<file path="config.mk">
export PLATFORM = sky130hd
export DESIGN_NAME = t03_fetch_mem_arbiter
export DESIGN_NICKNAME = d
export VERILOG_FILES = /design/src/rtl/t03_fetch_mem_arbiter.sv
export SDC_FILE = /design/constraint.sdc
export NUM_CORES = 1
export LEC_CHECK = 0
export CORE_MARGIN = 8
export CORE_UTILIZATION = 28
export DETAILED_ROUTE_END_ITERATION = 12
export HOLD_SLACK_MARGIN = 0.05
export PLACE_DENSITY = 0.85
export SLEW_MARGIN = 20
export SYNTH_ARGS = -nofsm -noshare
export SYNTH_HDL_FRONTEND = slang
export SYNTH_SLANG_ARGS = --single-unit
</file>
<file path="constraint.sdc">
create_clock -name clk -period 2.1 [get_ports clk]
set_input_delay 0.42 -clock clk [delete_from_list [all_inputs] [get_ports clk]]
set_output_delay 0.42 -clock clk [all_outputs]
set_load 0.02 [all_outputs]
</file>
<file path="src/rtl/t03_fetch_mem_arbiter.sv">
// -----------------------------------------------------------------------------
// t03_fetch_mem_arbiter
//
// Single-port memory sequencer sitting in front of the instruction holder and
// the PC. One shared bus is time-multiplexed between instruction fetch and
// data load/store. Each instruction walks IDLE -> FETCH -> DECODE [-> DATA]
// and is retired (freezePC low for one cycle) only once any memory access it
// needs has been acknowledged.
//
// Ports
//   clk, rst      clock (rising edge), asynchronous active-high reset
//   pc            current program counter (byte address) used for fetches
//   load_req      decoded instruction is a load  (sampled in DECODE)
//   store_req     decoded instruction is a store (sampled in DECODE)
//   data_addr     load/store byte address
//   store_data    store write data
//   byte_sel      load/store byte enables
//   bus_rdata     memory read data, valid with bus_ack
//   bus_ack       single-cycle completion strobe of the outstanding request
//   bus_read      read request, held until ack
//   bus_write     write request, held until ack
//   bus_addr      request address
//   bus_wdata     write data (0 unless a store is on the bus)
//   bus_sel       request byte enables
//   dataOut       bus_rdata passed straight through to the instruction holder
//   freezeInstr   low only in the cycle a fetch completes
//   freezePC      low only in the cycle an instruction retires
//   load_data     registered result of the last completed load
// -----------------------------------------------------------------------------
module t03_fetch_mem_arbiter (
  input  logic        clk,
  input  logic        rst,
  input  logic [31:0] pc,
  input  logic        load_req,
  input  logic        store_req,
  input  logic [31:0] data_addr,
  input  logic [31:0] store_data,
  input  logic [3:0]  byte_sel,
  input  logic [31:0] bus_rdata,
  input  logic        bus_ack,
  output logic        bus_read,
  output logic        bus_write,
  output logic [31:0] bus_addr,
  output logic [31:0] bus_wdata,
  output logic [3:0]  bus_sel,
  output logic [31:0] dataOut,
  output logic        freezeInstr,
  output logic        freezePC,
  output logic [31:0] load_data
);

  typedef enum logic [1:0] {
    S_IDLE   = 2'd0,
    S_FETCH  = 2'd1,
    S_DECODE = 2'd2,
    S_DATA   = 2'd3
  } state_t;

  state_t r_state;
  state_t w_next_state;

  // Memory operation latched in DECODE; at most one of the two is ever set.
  logic r_op_load;
  logic r_op_store;

  // ---------------------------------------------------------------------------
  // State register
  // ---------------------------------------------------------------------------
  // NOTE: sequential state is updated with non-blocking assignments so every
  // flop samples pre-edge values regardless of block ordering.
  always_ff @(posedge clk or posedge rst) begin
    if (rst) begin
      r_state <= S_IDLE;
    end else begin
      r_state <= w_next_state;
    end
  end

  // ---------------------------------------------------------------------------
  // Next-state logic. An ack outside FETCH/DATA has no effect.
  // ---------------------------------------------------------------------------
  always_comb begin
    // NOTE: every always_comb output gets a default first, so no path can
    // leave it unassigned and infer a latch.
    w_next_state = r_state;
    unique case (r_state)
      S_IDLE:   w_next_state = S_FETCH;
      S_FETCH:  if (bus_ack) w_next_state = S_DECODE;
      S_DECODE: w_next_state = (load_req || store_req) ? S_DATA : S_FETCH;
      S_DATA:   if (bus_ack) w_next_state = S_FETCH;
      default:  w_next_state = S_IDLE;
    endcase
  end

  // ---------------------------------------------------------------------------
  // Outputs. Purely a function of state (and ack for the freeze strobes), so
  // an asynchronous reset drops the request lines immediately.
  // ---------------------------------------------------------------------------
  always_comb begin
    bus_read    = 1'b0;
    bus_write   = 1'b0;
    bus_addr    = 32'h0;
    bus_wdata   = 32'h0;
    bus_sel     = 4'h0;
    freezeInstr = 1'b1;
    freezePC    = 1'b1;
    unique case (r_state)
      S_IDLE: begin
      end
      S_FETCH: begin
        bus_read    = 1'b1;
        bus_addr    = pc;
        bus_sel     = 4'hF;
        // Holder captures bus_rdata on the ack edge.
        freezeInstr = !bus_ack;
      end
      S_DECODE: begin
        // Plain ALU instruction retires here without touching the bus.
        freezePC = load_req || store_req;
      end
      S_DATA: begin
        bus_read  = r_op_load;
        bus_write = r_op_store;
        bus_addr  = data_addr;
        bus_sel   = byte_sel;
        bus_wdata = r_op_store ? store_data : 32'h0;
        freezePC  = !bus_ack;
      end
      default: begin
      end
    endcase
  end

  assign dataOut = bus_rdata;

  // ---------------------------------------------------------------------------
  // Operation latch: load has priority; a simultaneous store is dropped.
  // ---------------------------------------------------------------------------
  always_ff @(posedge clk or posedge rst) begin
    if (rst) begin
      r_op_load  <= 1'b0;
      r_op_store <= 1'b0;
    end else if (r_state == S_DECODE && (load_req || store_req)) begin
      r_op_load  <= load_req;
      r_op_store <= store_req && !load_req;
    end
  end

  // ---------------------------------------------------------------------------
  // Load result register, updated only by an acknowledged load.
  // ---------------------------------------------------------------------------
  // NOTE: load_data is a visible architectural output with a defined reset
  // value, so it is reset even though it is a data register.
  always_ff @(posedge clk or posedge rst) begin
    if (rst) begin
      load_data <= 32'h0;
    end else if (r_state == S_DATA && r_op_load && bus_ack) begin
      load_data <= bus_rdata;
    end
  end

endmodule
</file>
==> key figures <==
Global routing
  • Number of antenna violations at the first check in global routing: 0
  • Overall overflow remaining after global route: 0
  • Global-route wire length before repair: 17400 um
  • Maximum number of pins on one net before global-route repair: 37
  • Number of global-route vias before repair: 3075
  • Total Routing Usage GR: 0.189

Power and ir drop
  • Largest vdd supply drop: 0.677 mV
  • Leakage Power: 2.58 nW
  • Combinational share of power: 0.738
  • Share of power burned in registers: 0.186
  • Internal power of the cells: 4.01 mW
  • Design Power: 6.90 mW
  • Total net switching power: 2.89 mW
  • Clk network pwr share: 0.077
  • Power per cell area: 1280 nW/um^2
  • Switching share of power: 0.419

Critical path
  • Ordered cell list for the critical path: inv_2 -> ha_4 -> nor2_4 -> nor2b_4 -> buf_6 -> a22o_4 -> buf_12
  • Arrival time of the worst setup path: 1.72 ns
  • CP startpoint kind: flop
  • Slowest cell on the critical path: sky130_fd_sc_hd__dfrtp_1
  • WS Path Type: flop to output pin
  • Required time at the endpoint of the critical path: 1.68 ns
  • Slowest stage delay, CP: 0.42 ns
  • Worst Path Max Fanout: 4
  • Endpoint class of the critical path: output pin

Logic synthesis
  • Net count of the mapped netlist: 361
  • Sequential cell area fraction in the yosys report: 0.370
  • Commonest cells in the synthesized netlist: 36 x sky130_fd_sc_hd__dfrtp_1, 32 x sky130_fd_sc_hd__a22o_1, 32 x sky130_fd_sc_hd__and3_1, 32 x sky130_fd_sc_hd__buf_4, 30 x sky130_fd_sc_hd__mux2_4
  • Count of state elements after synthesis: 36
  • Number of enable-type register cells in the synthesized netlist: 0
  • Number of unique standard cell types used by synthesis: 25
  • Most frequent cell after synthesis: sky130_fd_sc_hd__dfrtp_1
  • Avg Synthesized Cell Area: 11.1 um^2
  • Async S/R FF share, synth: 1.00
  • Largest cells by area after synthesis: sky130_fd_sc_hd__dfrtp_1 37%, sky130_fd_sc_hd__mux2_4 18%, sky130_fd_sc_hd__a22o_1 12%
  • Number of cells produced by synthesis: 219
  • Ys Warns: 0
  • Synth area leader: sky130_fd_sc_hd__dfrtp_1
  • Most used DFF post-synth: sky130_fd_sc_hd__dfrtp_1
  • Post-synth design cell area: 2430 um^2
  • Share of the synthesized area in the top cell type: 0.370

Run status
  • Violations in the final reports: setup timing
  • Outcome: complete, but fails checks

Final layout
  • Post-Layout Cell Count: 581
  • # diodes: 0
  • Area added between synthesis and finish: 121%
  • Net count of the finished layout: 614
  • Share of cells above drive strength 1: 0.249
  • Finished Core Util: 0.626

Flow run
  • Number of max-capacitance violations reported: 0

Die
  • Height of the chip: 109 um
  • Core box area: 8590 um^2
  • Number of placed I/O pins: 273
  • Num rows: 34
  • Die boundary width: 109 um
  • Initial Utilization: 0.283
  • Area of the die: 11900 um^2

Detailed routing
  • Met2 Wirelength: 6620 um
  • Top sig layer: met4
  • Met1 routed wirelength after detailed routing: 4290 um
  • Router iterations before antenna repair: 4
  • Final routed DRC violation total: 0
  • Wire per inst: 21.5 um
  • Number of vias in the routed layout: 2776
  • Via-to-Cell Ratio: 4.78
  • Detail Route met3 WL: 1340 um
  • Violation count after the first detailed-routing iteration: 106
  • Number of antenna-violating nets in the routed design: 0
  • Total length of routed wires: 12500 um

Placement
  • IO Port Bufs: 272
  • Post-detailed-placement half-perimeter wirelength: 10100 um
  • Placer's final routability congestion estimate: 0.917
  • Dpl cells: 564

Timing
  • Fmax: 467 MHz
  • Final count of pins violating max slew: 0
  • Fraction of the cycle the final worst path needs: 1.02
  • Min cycle time layout: 2.14 ns
  • Smallest hold slack: 0.514 ns
  • Final worst setup slack: -0.0429 ns
  • Transition time at the pin with the least slew margin: 0.449 ns
  • Final-report setup violation count: 8
  • Clock skew after layout: 0.00388 ns
  • Final hold vios: 0
  • Setup repair after global routing missed its margin: yes
  • Worst relative slew slack: 0.701

Clocking
  • Clk Tree Root Cell: sky130_fd_sc_hd__clkbuf_8
  • Post-CTS Hold Fix Bufs: 0
  • Worst-skew pair later-pin latency: 0.28 ns
  • Clock tree from TritonCTS: done
  • Clock-pin transition on the worst setup and hold timing paths: 0.08 ns
  • CTS Buf Count: 5
  • H-tree depth: 2
  • Deepest clock path buffer count: 2
  • Clock tree sinks: 36

Worst hold path
  • Min-Delay Path Class: flop to flop
[layout make-up]
cell class,instances,area [um^2]
multi-input combinational,130,1260
inverter,4,15.0
sequential,36,902
tap,108,135
clock buffer,6,82.6
clock inverter,2,13.8
timing repair buffer,295,2980
fill,708,3210
[power by group through the flow]
stage	clock network (mW)	logic (mW)	registers, mW
2_1_floorplan	0	2.04	1.64
3_3_place_gp	0	4.57	1.25
3_5_place_dp	0	4.66	1.27
4_1_cts	0.558	4.66	1.27
5_1_grt	0.580	5.36	1.33
6_report	0.529	5.09	1.28
[layer usage]
| metal | GRT usage | vias up |
|---|---|---|
| met4 | 0.0473 | 0 |
| li1 | - | 1276 |
| met5 | 0 | - |
| met2 | 0.359 | 165 |
| met1 | 0.192 | 1319 |
| met3 | 0.0644 | 16 |
[per-stage QoR]
stage / cell area [um^2] / worst slack [ns] / setup TNS, ns
floorplan: 2430 / 0.322 / 0
global placement: 5090 / -0.755 / -27.28
finish: 5380 / -0.0429 / -0.0879
CTS: 5240 / -0.253 / -6.43
global route: 5380 / -0.103 / -1.95
detailed placement: 5090 / -0.850 / -32.15
[worst max-delay path, delay by kind of cell, from the launching register on]
kind | cells | cell delay, ns
compound gates | 1 | 0.23
fa+ha+maj | 1 | 0.17
buf+inv | 3 | 0.34
flops | 1 | 0.42
simple gates | 2 | 0.26
[cell families (layout without fill, tap and decap cells)]
family | count (synthesis) | after routing | share of synthesized area
buffers and inverters | 54 | 307 | 0.146
AND/OR/NAND/NOR | 47 | 48 | 0.115
AO/OA/AOI/OAI | 44 | 44 | 0.145
flip-flops | 36 | 36 | 0.370
multiplexers | 33 | 33 | 0.199
adder cells (fa/ha/maj) | 5 | 5 | 0.0257
[cells in the final DEF, fill, tap and decap left out, drive strengths merged, types with 3 or more instances in the layout]
master / instances
dfrtp: 36
clkdlybuf4s15: 19
nor2: 6
a21oi: 6
inv: 5
buf: 61
clkdlybuf4s50: 200
nor2b: 4
ha: 5
mux2: 33
a22o: 32
dlygate4sd2: 14
and3: 32
clkbuf: 6
nand2: 3
[flip-flops by register name, indices dropped and copies added (netlist names)]
| name | cells |
|---|---|
| r_op_store | 1 |
| load_data | 32 |
| r_op_load | 1 |
| r_state | 2 |
[what timing repair did]
item                                    CTS  global route
pin swaps                                 1            31
buffers inserted                          6             1
gates cloned                              2             0
gates resized for setup                 133           152
endpoints found under the setup margin   72            68
[worst paths after layout]
check,start,end,slack [ns],cells after the start
setup / recovery,r_state[1]$_DFFE_PP0P_,bus_addr[9],-0.04,7
hold / removal,load_data[18]$_DFFE_PP0P_,load_data[18]$_DFFE_PP0P_,0.51,1
setup reg to reg,r_state[0]$_DFFE_PP0P_,load_data[15]$_DFFE_PP0P_,0.22,5
hold reg to reg,load_data[18]$_DFFE_PP0P_,load_data[18]$_DFFE_PP0P_,0.51,1
max in group asynchronous,rst,r_state[0]$_DFFE_PP0P_,1.21,3
min in group asynchronous,rst,load_data[0]$_DFFE_PP0P_,0.55,3
(Power assumes the default switching activity.)
